--- src/rtl/lpf_spi_tx_if.sv ---
// Settings and serial-link bundle between the LPF register block and the serializer.
interface lpf_spi_tx_if;
    logic       pd;
    logic [7:0] fc;
    logic       resend;
    logic       sclk;
    logic       sdata;
    logic       sen_n;
    logic       busy;
    logic       done;

    modport master (
        output pd, fc, resend,
        input  sclk, sdata, sen_n, busy, done
    );

    modport slave (
        input  pd, fc, resend,
        output sclk, sdata, sen_n, busy, done
    );
endinterface

--- src/rtl/lpf_spi_tx.sv ---
// Serializes the LPF {pd, fc} setting into a 9-bit SPI-like frame whenever
// the setting differs from what was last sent, or on an explicit resend.
// All link outputs decode straight from registered state, so an asserted
// reset clears them immediately.
module lpf_spi_tx #(
    parameter int CLK_DIV = 4
) (
    input  logic         clk,
    input  logic         rst,
    lpf_spi_tx_if.slave  bus
);
    localparam int             CW  = $clog2(CLK_DIV + 1);
    localparam logic [CW-1:0]  HM1 = CW'(CLK_DIV - 1);

    typedef enum logic [1:0] {IDLE, SETUP, SHIFT, GAP} state_t;

    state_t      state, state_d;
    logic [CW-1:0] cnt, cnt_d;
    logic        phase, phase_d;     // 1 = sclk high half of a bit
    logic [3:0]  nbits, nbits_d;     // completed sclk high phases
    logic [8:0]  shreg, shreg_d;
    logic [8:0]  sent, sent_d;
    logic        pending, pending_d;

    logic [8:0]  frame;
    logic        last;
    logic        start;
    logic        active;

    assign frame  = {bus.pd, bus.fc};
    assign last   = (cnt == HM1);
    assign start  = (state == IDLE) && (pending || bus.resend || (frame != sent));
    assign active = (state == SETUP) || (state == SHIFT);

    assign bus.sclk  = (state == SHIFT) && phase;
    assign bus.sen_n = !active;
    assign bus.sdata = active && shreg[8];
    assign bus.busy  = (state != IDLE);
    assign bus.done  = (state == GAP) && (cnt == '0);

    // State and datapath registers; reset forces a full frame via pending.
    always_ff @(posedge clk or posedge rst) begin
        if (rst) begin
            state   <= IDLE;
            cnt     <= '0;
            phase   <= 1'b0;
            nbits   <= '0;
            shreg   <= '0;
            sent    <= '0;
            pending <= 1'b1;
        end else begin
            state   <= state_d;
            cnt     <= cnt_d;
            phase   <= phase_d;
            nbits   <= nbits_d;
            shreg   <= shreg_d;
            sent    <= sent_d;
            pending <= pending_d;
        end
    end

    // Next-state: frame sequencing, half-period timing and change tracking.
    always_comb begin
        state_d   = state;
        cnt_d     = cnt + CW'(1);
        phase_d   = phase;
        nbits_d   = nbits;
        shreg_d   = shreg;
        sent_d    = sent;
        // A resend arriving mid-frame is remembered; a second one is absorbed.
        pending_d = pending || bus.resend;

        case (state)
            IDLE: begin
                cnt_d = '0;
                if (start) begin
                    state_d   = SETUP;
                    shreg_d   = frame;
                    sent_d    = frame;
                    pending_d = 1'b0;
                end
            end
            SETUP: begin
                if (last) begin
                    cnt_d   = '0;
                    state_d = SHIFT;
                    phase_d = 1'b1;
                    nbits_d = '0;
                end
            end
            SHIFT: begin
                if (last) begin
                    cnt_d = '0;
                    if (phase) begin
                        // Falling sclk: advance data so it is settled long
                        // before the next rising edge.
                        phase_d = 1'b0;
                        shreg_d = {shreg[7:0], 1'b0};
                        nbits_d = nbits + 4'd1;
                    end else if (nbits == 4'd9) begin
                        state_d = GAP;
                    end else begin
                        phase_d = 1'b1;
                    end
                end
            end
            GAP: begin
                if (last) begin
                    cnt_d   = '0;
                    state_d = IDLE;
                end
            end
            default: begin
                state_d = IDLE;
                cnt_d   = '0;
            end
        endcase
    end
endmodule

--- src/flat_wrapper.sv ---
// flat-port wrapper written by rule: the top's interface ports become plain ports
module lpf_spi_tx_flat 
#(
    parameter int CLK_DIV = 4
)
  (clk, rst, bus_pd, bus_fc, bus_resend, bus_sclk, bus_sdata, bus_sen_n, bus_busy, bus_done);
  lpf_spi_tx_if bus_i ();
  input  logic clk;
  input  logic rst;
  input wire logic [$bits(bus_i.pd)-1:0] bus_pd;
  input wire logic [$bits(bus_i.fc)-1:0] bus_fc;
  input wire logic [$bits(bus_i.resend)-1:0] bus_resend;
  output wire logic [$bits(bus_i.sclk)-1:0] bus_sclk;
  output wire logic [$bits(bus_i.sdata)-1:0] bus_sdata;
  output wire logic [$bits(bus_i.sen_n)-1:0] bus_sen_n;
  output wire logic [$bits(bus_i.busy)-1:0] bus_busy;
  output wire logic [$bits(bus_i.done)-1:0] bus_done;
  assign bus_i.pd = bus_pd;
  assign bus_i.fc = bus_fc;
  assign bus_i.resend = bus_resend;
  assign bus_sclk = bus_i.sclk;
  assign bus_sdata = bus_i.sdata;
  assign bus_sen_n = bus_i.sen_n;
  assign bus_busy = bus_i.busy;
  assign bus_done = bus_i.done;
  lpf_spi_tx #(.CLK_DIV(CLK_DIV)) u_core (.clk(clk), .rst(rst), .bus(bus_i));
endmodule
--- config.mk ---
export PLATFORM = sky130hd
export DESIGN_NAME = lpf_spi_tx_flat
export DESIGN_NICKNAME = d
export VERILOG_FILES = /design/src/rtl/lpf_spi_tx_if.sv /design/src/rtl/lpf_spi_tx.sv /design/src/flat_wrapper.sv
export SDC_FILE = /design/constraint.sdc
export NUM_CORES = 1
export LEC_CHECK = 0
export CAP_MARGIN = 30
export CORE_MARGIN = 2
export CORE_UTILIZATION = 55
export CTS_CLUSTER_SIZE = 25
export DETAILED_ROUTE_END_ITERATION = 12
export GPL_ROUTABILITY_DRIVEN = 0
export PLACE_DENSITY = 0.78
export RECOVER_POWER = 50
export SYNTH_ARGS = -nofsm -noshare
export SYNTH_HDL_FRONTEND = slang
export SYNTH_SLANG_ARGS = --single-unit
--- constraint.sdc ---
create_clock -name clk -period 2.8 [get_ports clk]
set_input_delay 0.84 -clock clk [delete_from_list [all_inputs] [get_ports clk]]
set_output_delay 0.84 -clock clk [all_outputs]
set_load 0.02 [all_outputs]
## After elaboration in Yosys (flattened, before gate mapping)

Index checks and enable logic that the tools add are counted.

| word-level totals | value |
|---|---|
| register bits after elaboration | 29 |
| input port bits | 12 |
| output and inout bits | 5 |
| word-level logic and storage cells | 65 |

| cells by class | value |
|---|---|
| add/subtract/negate cells | 2 |
| equality and inequality tests | 13 |
| muxes and demuxes | 24 |
| reduce and logical (&&, ||, !) cells | 19 |

Operators with widths:

| operator | number |
|---|---|
| 9-bit 2-to-1 mux | 3 |
| 9-bit one-hot mux with 2 select lines | 1 |
| 2-bit 2-to-1 mux | 6 |
| 4-bit 2-to-1 mux | 3 |
| 2-bit by 1-bit inequality test with 1-bit output, second input constant | 5 |
| 9-bit inequality test | 1 |
| 2-bit one-hot mux with 4 select lines | 1 |
| 4-bit one-hot mux with 2 select lines | 1 |
| 4-bit AND reduction | 2 |
| 1-bit 2-to-1 mux | 6 |
| 3-bit one-hot mux with 2 select lines | 1 |
| 6-bit AND reduction | 1 |
| 2-bit nonzero test | 3 |
| 4-bit by 1-bit adder with 4-bit output, second input constant | 1 |
| 2-bit equality test, second input constant | 2 |
| 4-bit equality test, second input constant | 1 |
| 1-bit logical AND | 4 |
| 2-bit inequality test, second input constant | 2 |
| 3-bit by 1-bit adder with 3-bit output, second input constant | 1 |
| 3-bit by 2-bit equality test with 1-bit output, second input constant | 1 |
| 3-bit logical NOT | 1 |
| 1-bit logical OR | 3 |
| 3-bit 2-to-1 mux | 1 |
| 3-bit AND reduction | 1 |
| other kinds (6) | 6 |

## Depth between registers and ports, before layout

Gate-level depths: netlist of the first run.

| logic depth | value |
|---|---|
| depth after elaboration | 5 |
| gate-level depth with buffers | 9 |
| depth with buffers taken out | 7 |

## Worst setup path after synthesis of the first run

No wires, ideal clock.

| timing | value |
|---|---|
| path type | flip-flop to output port |
| from | register u_core.state[0] |
| to | output port bus_sclk |
| data arrival time | 1.457 ns |
| required time | 1.960 ns |
| setup slack | 0.503 ns |
| stages on the path, launching flop included | 6 |
| buffers on the path | 2 |
| cells stage by stage | dfrtp_1 -> inv_1 -> ha_1 -> buf_2 -> buf_1 -> and2_1 |

| between the ends | value |
|---|---|
| word-level cells in the longest chain between the ends | 2 |

Ends and longest elaborated chain:

| element | line | source |
|---|---|---|
| from (decl) | lpf_spi_tx.sv:17 | `state_t state, state_d;` |
| from (signal assigned) | lpf_spi_tx.sv:52 | `state <= state_d;` |
| 2-bit equality test | lpf_spi_tx.sv:35 | `assign bus.sclk = (state == SHIFT) && phase;` |
| 1-bit logical AND | lpf_spi_tx.sv:35 |  |
| to (decl) | flat_wrapper.sv:13 | `output wire logic [$bits(bus_i.sclk)-1:0] bus_sclk;` |

Every way passes these cells.

## Worst setup path in the final report of the first run

| timing | value |
|---|---|
| from | register u_core.state[0] |
| to | output port bus_sdata |

| between the ends | value |
|---|---|
| word-level cells in the longest chain between the ends | 3 |
| elaborated cells between the ends (all ways) | 4 |
| those cells by class | 2 x eq/ne; 2 x reduce/logical |

Ends and longest elaborated chain:

| element | line | source |
|---|---|---|
| 2-bit by 1-bit equality test with 1-bit output or 2-bit equality test (tied branches) | lpf_spi_tx.sv:33 | `assign active = (state == SETUP) \|\| (state == SHIFT);` |
| 1-bit logical OR * | lpf_spi_tx.sv:33 |  |
| 1-bit logical AND * | lpf_spi_tx.sv:37 | `assign bus.sdata = active && shreg[8];` |
| to (decl) | flat_wrapper.sv:14 | `output wire logic [$bits(bus_i.sdata)-1:0] bus_sdata;` |

Every way passes the cells marked *; elsewhere a longest branch is shown, timed or not.

==> flow_metrics.py, run 1 <==
metrics = {
    "run_status": {
        "status": "complete, but fails checks",
        "failed_checks": "capacitance limit, slew limit",
    },
    "yosys": {
        "synth_edf_count": 0,
        "yosysUniqueCellTypes": 36,
        "synth_xor_area_frac": 0.0506,
        "synth_adder_area_share": 0.0723,
        "yosys_warnings": 0,
        "muxShareOfSynthArea": 0.129,
        "synth_top_family_by_area": "multiplexers",
        "syn-cell-area_um2": 1560,
        "synth_compound_area_frac": 0.108,
        "synth-simple-area-share": 0.129,
        "syn-num-nets": 163,
        "synth-seq-cells": 29,
        "seq_area_frac_synth": 0.467,
        "netlist_instances": 142,
        "postSynthAreaPerCell_um2": 11.0,
        "async_flop_share": 1.00,
        "synth_flop_cell": "dfrtp_1",
    },
    "clock_tree": {
        "cts_setup_buffers": 0,
        "h-tree-depth": 2,
        "root_buffer": "clkbuf_4",
        "cts_made_buffers": 5,
        "clock_latency_ns": 0.33,
        "cts_buffer_depth": 2,
        "post_cts_resized": 0,
        "clk_pin_slew_worst_paths_ns": 0.10,
        "cts_tree": "done",
        "cts_sinks": 29,
        "cts_hold_buf": 0,
    },
    "grt": {
        "grt.total_usage": 0.205,
        "grt_max_degree": 30,
        "grt_pass1_vias": 1154,
        "grt_pass1_wl_mm": 4.96,
        "grt_antenna_before_repair": 0,
        "grt_remaining_overflow": 0,
    },
    "setup_path": {
        "crit_path_end": "bus_sdata",
        "r2r-end": "u_core.shreg[0]$_DFFE_PP0P_",
        "cp_cell_sequence": "inv_1 -> ha_1 -> and2_1 -> clkdlybuf4s50_1",
        "slowest_delay_ns": 0.60,
        "cp.arrival_ns": 1.84,
        "worstRegToRegCells": 7,
        "reg2reg_slack_ns": 0.88,
        "setup.worst_path.start_class": "register",
        "r2r_start": "u_core.state[0]$_DFFE_PP0P_",
        "startpoint": "u_core.state[0]$_DFFE_PP0P_",
        "worstSetupEndpointType": "primary output",
        "slowest_stage": "clkdlybuf4s50_1",
        "required_ns": 1.96,
        "cp_max_fo": 4,
        "worstSetupPathType": "reg2out",
    },
    "route": {
        "vias": 1089,
        "ant_nets": 0,
        "routedWlPerCell_um": 14.4,
        "drt_iter0_drc": 30,
        "vias_per_cell": 5.58,
        "finalWirelength_mm": 2.82,
        "drc_errors": 0,
        "drt_first_pass_iters": 4,
    },
    "layout": {
        "n_antenna_cell": 0,
        "fillCellCount": 227,
        "fin_nets": 184,
        "layout-drive-gt1-share": 0.152,
        "final_common_cell": "dfrtp_1",
        "final_cell_area_um2": 1830,
        "area_delta_synth_final_pct": 17.4,
        "final_cells": 195,
        "final_cell_mix": "28 x dfrtp_1, 14 x clkdlybuf4s50_1, 12 x nand2_1",
    },
    "floorplanning": {
        "die_h_um": 57.2,
        "pin_count": 17,
        "std_cell_rows": 19,
        "core-area_um2": 2730,
        "start_util": 0.570,
        "die_w_um": 57.2,
        "die_area_um2": 3270,
    },
    "min_path": {
        "hold_path.class": "reg2reg",
    },
    "sta": {
        "fin_crit_ns": 2.68,
        "rsz0062_at_grt": "no",
        "timing.final.hold_violations": 0,
        "final.period_utilization": 0.957,
        "setup_viol": 0,
        "slew_violations": 30,
        "fin_ws_ns": 0.119,
        "fmax_ghz": 0.373,
        "worst_pin_slew_ns": 1.56,
        "slew_headroom": -0.0413,
        "setup_tns_ns": 0,
        "skew_ns": 0.0151,
    },
    "power": {
        "ir_worst_vdd_uv": 651,
        "p_leak_nw": 0.874,
        "p_per_area_nw_per_um2": 800,
    },
    "run": {
        "max_cap_violations": 1,
    },
    "placement": {
        "portBuffers": 16,
        "dpl-instance-area_um2": 1750,
        "dp_worst_setup_slack_ns": 0.218,
        "hpwl_mm": 2.07,
        "dp_cells": 187,
    },
}
==> final cells by class <==
type	instances	area (um^2)	share of cell area
clock buffer	7	55.1	0.0301
clock inverter	1	30.0	0.0164
inverter	10	37.5	0.0205
multi-input combinational	98	762	0.417
sequential	29	727	0.397
tap	31	38.8	0.0212
timing repair buffer	19	179	0.0978
==> synth_stat cells (2+ instances only) <==
master	n	area, um^2
a21oi_1	3	15.0
a22o_1	3	26.3
a31oi_1	2	12.5
and2_1	2	12.5
buf_1	2	7.51
dfrtp_1	28	701
ha_1	9	113
inv_1	10	37.5
mux2_2	9	101
mux2i_1	10	100
nand2_1	12	45.0
nand4_1	2	12.5
nor2_1	6	22.5
nor2b_1	2	12.5
nor3_1	5	25.0
o21ai_0	3	15.0
o21ai_1	6	30.0
o21ai_2	2	17.5
xor2_1	9	78.8
==> metrics by stage <==
step                      utilization  hold WS (ns)  power, mW
after global placement          0.639         0.457       1.09
final                           0.669         0.475       1.46
after floorplan                     -         0.441      0.958
after global routing            0.669         0.521       1.56
after CTS                       0.670         0.479       1.48
after detailed placement        0.639         0.462       1.12
==> cells by family (layout without fill, tap and decap cells) <==
group / count (synthesis) / count (layout)
buffers and inverters: 15 / 37
adder cells (fa/ha/maj): 9 / 9
AND/OR/NAND/NOR: 36 / 36
XOR/XNOR: 9 / 9
flip-flops: 29 / 29
AO/OA/AOI/OAI: 25 / 25
multiplexers: 19 / 19
==> power by group <==
group,leakage [nW],switching (mW),internal (mW),total [mW]
clock,0.0455,0.142,0.213,0.355
sequential,0.350,0.0851,0.519,0.604
combinational,0.478,0.257,0.247,0.504
==> flip-flops by register name (all words and copies together) (netlist names) <==
register	cells
u_core.shreg	9
u_core.state	2
u_core.sent	9
u_core.cnt	3
u_core.phase	1
u_core.nbits	4
u_core.pending	1
==> critical path: cells and delay by family (launching register included) <==
kind	cells	cell delay (ns)
adder cells (fa/ha/maj)	1	0.30
AND/OR/NAND/NOR	1	0.12
buffers and inverters	2	0.71
flip-flops	1	0.39
==> worst min-delay path by stage <==
stage / start / to / slack, ns / depth (start not counted)
2_1_floorplan: u_core.cnt[0]$_DFF_PP0_ / u_core.cnt[0]$_DFF_PP0_ / 0.44 / 1
4_1_cts: u_core.cnt[0]$_DFF_PP0_ / u_core.cnt[0]$_DFF_PP0_ / 0.48 / 1
3_3_place_gp: u_core.cnt[0]$_DFF_PP0_ / u_core.cnt[0]$_DFF_PP0_ / 0.46 / 1
6_report: u_core.cnt[0]$_DFF_PP0_ / u_core.cnt[0]$_DFF_PP0_ / 0.48 / 1
5_1_grt: u_core.cnt[0]$_DFF_PP0_ / u_core.cnt[0]$_DFF_PP0_ / 0.52 / 1
3_5_place_dp: u_core.shreg[8]$_DFFE_PP0P_ / u_core.shreg[8]$_DFFE_PP0P_ / 0.46 / 2
==> metal layers <==
metal,global-route usage,vias to the layer above,part of all wire
li1,-,539,-
met1,0.220,531,0.43
met2,0.345,15,0.51
met3,0.0794,4,0.037
met4,0.113,0,0.021
met5,0,-,0
(Power assumes the default switching activity.)
==> run 2, diff against run 1 <==
--- a/config.mk
+++ b/config.mk
@@ -8,6 +8,7 @@
 export CAP_MARGIN = 30
 export CORE_MARGIN = 2
 export CORE_UTILIZATION = 55
+export CTS_BUF_LIST = sky130_fd_sc_hd__clkbuf_4 sky130_fd_sc_hd__clkbuf_8 sky130_fd_sc_hd__clkbuf_16
 export CTS_CLUSTER_SIZE = 25
 export DETAILED_ROUTE_END_ITERATION = 12
 export GPL_ROUTABILITY_DRIVEN = 0
==> run 2 against run 1 <==
Net effect:
- the flow still finishes with violations (capacitance limit, slew limit)
- global-route usage is essentially flat
- via count up 0.37%
- combinational power hardly changed
- die area unchanged
- non-clock buffer count stayed put
- clock-buffer cell count unchanged
- register-to-register slack hardly changed
- critical path depth unchanged
- final cell count unchanged
- largest cell class unchanged
- highest routed layer unchanged
==> flow_metrics.py, run 2 (synthesis gave the netlist of run 1 again) <==
metrics = {
    "run_status": {
        "status": "complete, but fails checks",
        "failed_checks": "capacitance limit, slew limit",
    },
    "power": {
        "p_per_area_nw_per_um2": 805,
        "ir_worst_vdd_uv": 637,
        "p_leak_nw": 0.877,
    },
    "route": {
        "ant_nets": 0,
        "drt_first_pass_iters": 4,
        "finalWirelength_mm": 2.82,
        "drt_iter0_drc": 27,
        "drc_errors": 0,
        "vias_per_cell": 5.61,
        "vias": 1093,
        "routedWlPerCell_um": 14.5,
    },
    "layout": {
        "fin_util": 0.670,
        "layout-drive-gt1-share": 0.159,
        "final_cell_area_um2": 1830,
        "n_antenna_cell": 0,
        "area_delta_synth_final_pct": 17.7,
        "final_cell_mix": "28 x dfrtp_1, 14 x clkdlybuf4s50_1, 12 x nand2_1",
        "largestRegisters": "u_core.sent (9), u_core.shreg (9), u_core.nbits (4)",
        "final_common_cell": "dfrtp_1",
        "fin_nets": 184,
    },
    "setup_path": {
        "cp_max_fo": 4,
        "worstSetupEndpointType": "primary output",
        "worstSetupPathType": "reg2out",
        "cp.arrival_ns": 1.84,
        "setup.worst_path.start_class": "register",
        "required_ns": 1.96,
    },
    "sta": {
        "skew_ns": 0.0153,
        "fmax_ghz": 0.373,
        "slew_violations": 30,
        "slew_headroom": -0.0301,
        "setup_tns_ns": 0,
        "worst_pin_slew_ns": 1.55,
        "setup_viol": 0,
        "timing.final.hold_violations": 0,
        "rsz0062_at_grt": "no",
        "final.period_utilization": 0.957,
        "fin_crit_ns": 2.68,
    },
    "grt": {
        "grt_antenna_before_repair": 0,
        "grt.total_usage": 0.204,
        "grt_pass1_wl_mm": 4.95,
        "grt_max_degree": 30,
        "grt_pass1_vias": 1167,
        "grt_remaining_overflow": 0,
    },
    "clock_tree": {
        "clock_latency_ns": 0.33,
        "cts_sinks": 29,
        "cts_buffer_depth": 2,
        "cts_setup_buffers": 0,
        "cts_tree": "done",
        "root_buffer": "clkbuf_4",
        "cts_hold_buf": 0,
        "clk_pin_slew_worst_paths_ns": 0.09,
        "post_cts_resized": 0,
        "h-tree-depth": 2,
        "cts_made_buffers": 5,
    },
    "min_path": {
        "hold_path.class": "reg2reg",
    },
    "floorplanning": {
        "core-area_um2": 2730,
        "std_cell_rows": 19,
        "die_h_um": 57.2,
        "pin_count": 17,
        "start_util": 0.570,
        "die_area_um2": 3270,
        "die_w_um": 57.2,
    },
    "placement": {
        "portBuffers": 16,
        "dpl-instance-area_um2": 1750,
        "hpwl_mm": 2.07,
    },
    "run": {
        "max_cap_violations": 1,
    },
}
## run 2: cell counts in the layout (fill, tap and decap cells not counted)
Identical to the previous run, type by type.
## run 2: final cells by class
| cell class | instances | area, um^2 |
|---|---|---|
| Sequential cell | 29 | 727 |
| Tap cell | 31 | 38.8 |
| Multi-Input combinational cell | 98 | 762 |
| Timing Repair Buffer | 19 | 179 |
| Clock buffer | 7 | 58.8 |
| Fill cell | 225 | 901 |
| Inverter | 10 | 37.5 |
| Clock inverter | 1 | 30.0 |
## run 2: routing by layer
layer  track usage  vias up  wire length (um)
met3        0.0794        7               107
met1         0.221      528              1200
met2         0.342       18              1440
met5             0        -                 0
met4         0.113        0                76
li1              -      540                 -
## run 2: path summary, 6_finish.rpt
path / slack [ns] / cells after the start / end / from
setup / recovery: 0.12 / 4 / bus_sdata / u_core.state[0]$_DFFE_PP0P_
hold / removal: 0.47 / 1 / u_core.cnt[0]$_DFF_PP0_ / u_core.cnt[0]$_DFF_PP0_
setup reg to reg: 0.89 / 7 / u_core.shreg[0]$_DFFE_PP0P_ / u_core.state[0]$_DFFE_PP0P_
hold reg to reg: 0.47 / 1 / u_core.cnt[0]$_DFF_PP0_ / u_core.cnt[0]$_DFF_PP0_
max in group asynchronous: 0.42 / 3 / u_core.sent[2]$_DFFE_PP0P_ / rst
min in group asynchronous: 1.47 / 3 / u_core.shreg[4]$_DFFE_PP0P_ / rst
## run 2: power breakdown
group | switching, mW | internal [mW] | total (mW) | leakage [nW]
Clock | 0.145 | 0.223 | 0.368 | 0.0489
Sequential | 0.0850 | 0.519 | 0.604 | 0.350
Combinational | 0.257 | 0.247 | 0.504 | 0.478
Total | 0.487 | 0.989 | 1.48 | 0.877
## run 2: critical path, cell delays in order, from the launching register on
cell,delay (ns)
dfrtp_1,0.39
inv_1,0.11
ha_1,0.30
and2_1,0.12
clkdlybuf4s50_1,0.60
## run 2: per-stage QoR
step	hold slack [ns]	setup slack, ns	cells	power [mW]
after floorplan	0.441	0.503	142	0.958
after global placement	0.457	0.252	187	1.09
after detailed placement	0.462	0.218	187	1.12
after CTS	0.479	0.111	195	1.49
after global routing	0.521	0.0235	195	1.57
final	0.475	0.121	195	1.48
==> run 3, diff against run 2 <==
--- a/config.mk
+++ b/config.mk
@@ -6,6 +6,7 @@
 export NUM_CORES = 1
 export LEC_CHECK = 0
 export CAP_MARGIN = 30
+export CORE_ASPECT_RATIO = 1.75
 export CORE_MARGIN = 2
 export CORE_UTILIZATION = 55
 export CTS_BUF_LIST = sky130_fd_sc_hd__clkbuf_4 sky130_fd_sc_hd__clkbuf_8 sky130_fd_sc_hd__clkbuf_16
==> constraint.sdc (replaced) <==
create_clock -name clk -period 2.8 [get_ports clk]
set_input_delay 0.56 -clock clk [delete_from_list [all_inputs] [get_ports clk]]
set_output_delay 0.56 -clock clk [all_outputs]
set_load 0.02 [all_outputs]
==> run 3 against run 2 <==
Net effect:
- the run still ends with capacitance limit, slew limit left
- clock skew shrank 0.0096 ns
- setup slack gained 0.28 ns
- wire length increased by 5.7%
- first-iteration DRC count up 15%
- critical path depth stayed put
- sequential share of layout area is essentially flat
- clock power shrank 3%
- final cell count fell by 1.5%
- via count increased by 0.91%
- register-to-register slack worse by 0.04 ns
- critical endpoint unchanged
- highest routed layer unchanged
==> flow_metrics.py, run 3 (synthesis gave the netlist of run 1 again) <==
metrics = {
    "layout": {
        "area_delta_synth_final_pct": 17.8,
        "final_cell_area_um2": 1830,
        "final_cell_mix": "28 x dfrtp_1, 15 x clkdlybuf4s50_1, 12 x nand2_1",
        "fillCellCount": 217,
        "fin_nets": 185,
        "final_cells": 192,
        "largestRegisters": "u_core.sent (9), u_core.shreg (9), u_core.nbits (4)",
        "fin_util": 0.682,
        "layout-drive-gt1-share": 0.158,
        "final_common_cell": "dfrtp_1",
        "n_antenna_cell": 0,
        "regArea_um2": 727,
        "multi_input_area_um2": 762,
    },
    "clock_tree": {
        "h-tree-depth": 2,
        "cts_buffer_depth": 2,
        "cts_hold_buf": 0,
        "cts_setup_buffers": 0,
        "clk_pin_slew_worst_paths_ns": 0.06,
        "post_cts_resized": 0,
        "clock_latency_ns": 0.29,
        "root_buffer": "clkbuf_8",
        "cts_tree": "done",
        "cts_sinks": 29,
        "cts_made_buffers": 5,
    },
    "grt": {
        "grt_antenna_before_repair": 0,
        "grt_pass1_vias": 1188,
        "grt_remaining_overflow": 0,
        "grt.total_usage": 0.222,
        "grt_max_degree": 30,
        "grt_pass1_wl_mm": 5.22,
    },
    "placement": {
        "dpl-instance-area_um2": 1750,
        "dp_worst_setup_slack_ns": 0.432,
        "hpwl_mm": 2.20,
        "dp_cells": 184,
        "portBuffers": 16,
    },
    "sta": {
        "timing.final.hold_violations": 0,
        "skew_ns": 0.00568,
        "hold_slack_ns": 0.475,
        "worst_pin_slew_ns": 1.53,
        "fin_ws_ns": 0.406,
        "final.period_utilization": 0.855,
        "slew_headroom": -0.0203,
        "setup_tns_ns": 0,
        "rsz0062_at_grt": "no",
        "fin_crit_ns": 2.39,
        "fmax_ghz": 0.418,
        "slew_violations": 30,
        "setup_viol": 0,
    },
    "power": {
        "p_leak_nw": 0.879,
        "ir_worst_vdd_uv": 494,
        "p_per_area_nw_per_um2": 800,
        "power_mw": 1.47,
    },
    "floorplanning": {
        "std_cell_rows": 25,
        "start_util": 0.579,
        "die_h_um": 74.4,
        "pin_count": 17,
        "die_area_um2": 3290,
        "core-area_um2": 2690,
        "die_w_um": 44.2,
    },
    "setup_path": {
        "worstRegToRegCells": 7,
        "slowest_delay_ns": 0.60,
        "cp_max_fo": 4,
        "cp_cell_sequence": "inv_1 -> ha_1 -> and2_1 -> clkdlybuf4s50_1",
        "worstSetupPathType": "reg2out",
        "reg2reg_slack_ns": 0.85,
        "cp.arrival_ns": 1.83,
        "setup.worst_path.start_class": "register",
        "crit_path_end": "bus_sdata",
        "required_ns": 2.24,
        "worstSetupEndpointType": "primary output",
        "r2r_start": "u_core.state[0]$_DFFE_PP0P_",
        "r2r-end": "u_core.shreg[0]$_DFFE_PP0P_",
        "slowest_stage": "clkdlybuf4s50_1",
        "startpoint": "u_core.state[0]$_DFFE_PP0P_",
    },
    "route": {
        "routedWlPerCell_um": 15.5,
        "vias_per_cell": 5.74,
        "ant_nets": 0,
        "finalWirelength_mm": 2.98,
        "drt_iter0_drc": 31,
        "drt_first_pass_iters": 4,
        "vias": 1103,
        "drc_errors": 0,
    },
    "min_path": {
        "hold_path.class": "reg2reg",
    },
    "run_status": {
        "failed_checks": "capacitance limit, slew limit",
        "status": "complete, but fails checks",
    },
    "run": {
        "max_cap_violations": 1,
    },
}
-- run 3: cell types whose count changed in the layout (fill, tap and decap cells not counted) --
cell / before / now
clkbuf_4: 6 / 3
dlygate4sd3_1: 2 / 1
clkbuf_8: 1 / 5
clkbuf_1: 1 / 2
clkdlybuf4s50_1: 14 / 15
bufinv_16: 1 / 0
-- run 3: how the worst min path moves through the flow --
| stage | startpoint | to | slack, ns | cells after the start |
|---|---|---|---|---|
| 3_5_place_dp | u_core.shreg[8]$_DFFE_PP0P_ | u_core.shreg[8]$_DFFE_PP0P_ | 0.47 | 2 |
| 4_1_cts | u_core.cnt[0]$_DFF_PP0_ | u_core.cnt[0]$_DFF_PP0_ | 0.48 | 1 |
| 6_report | u_core.cnt[0]$_DFF_PP0_ | u_core.cnt[0]$_DFF_PP0_ | 0.47 | 1 |
| 5_1_grt | u_core.cnt[0]$_DFF_PP0_ | u_core.cnt[0]$_DFF_PP0_ | 0.49 | 1 |
| 2_1_floorplan | u_core.cnt[0]$_DFF_PP0_ | u_core.cnt[0]$_DFF_PP0_ | 0.44 | 1 |
| 3_3_place_gp | u_core.shreg[8]$_DFFE_PP0P_ | u_core.shreg[8]$_DFFE_PP0P_ | 0.46 | 2 |
-- run 3: report_power, final --
group          internal (mW)  switching (mW)
clock                  0.205           0.152
sequential             0.521          0.0891
combinational          0.246           0.256
total                  0.972           0.497
-- run 3: per-layer routing --
metal | vias up | share of wire | track usage
met4 | 0 | 0.026 | 0.118
met5 | - | 0 | 0
met2 | 17 | 0.56 | 0.413
li1 | 537 | - | -
met1 | 540 | 0.38 | 0.208
met3 | 9 | 0.030 | 0.0680
-- run 3: area by class of cell --
class	instances	area share
multi-input combinational	98	0.415
sequential	29	0.396
timing repair buffer	20	0.0996
clock buffer	8	0.0498
inverter	10	0.0205
tap	27	0.0184
-- run 3: worst max-delay path, delay by kind of cell (launching register included) --
family / cells / cell delay [ns]
and+or+nand+nor: 1 / 0.12
DFF: 1 / 0.40
buffers and inverters: 2 / 0.72
adders and majority gates: 1 / 0.31
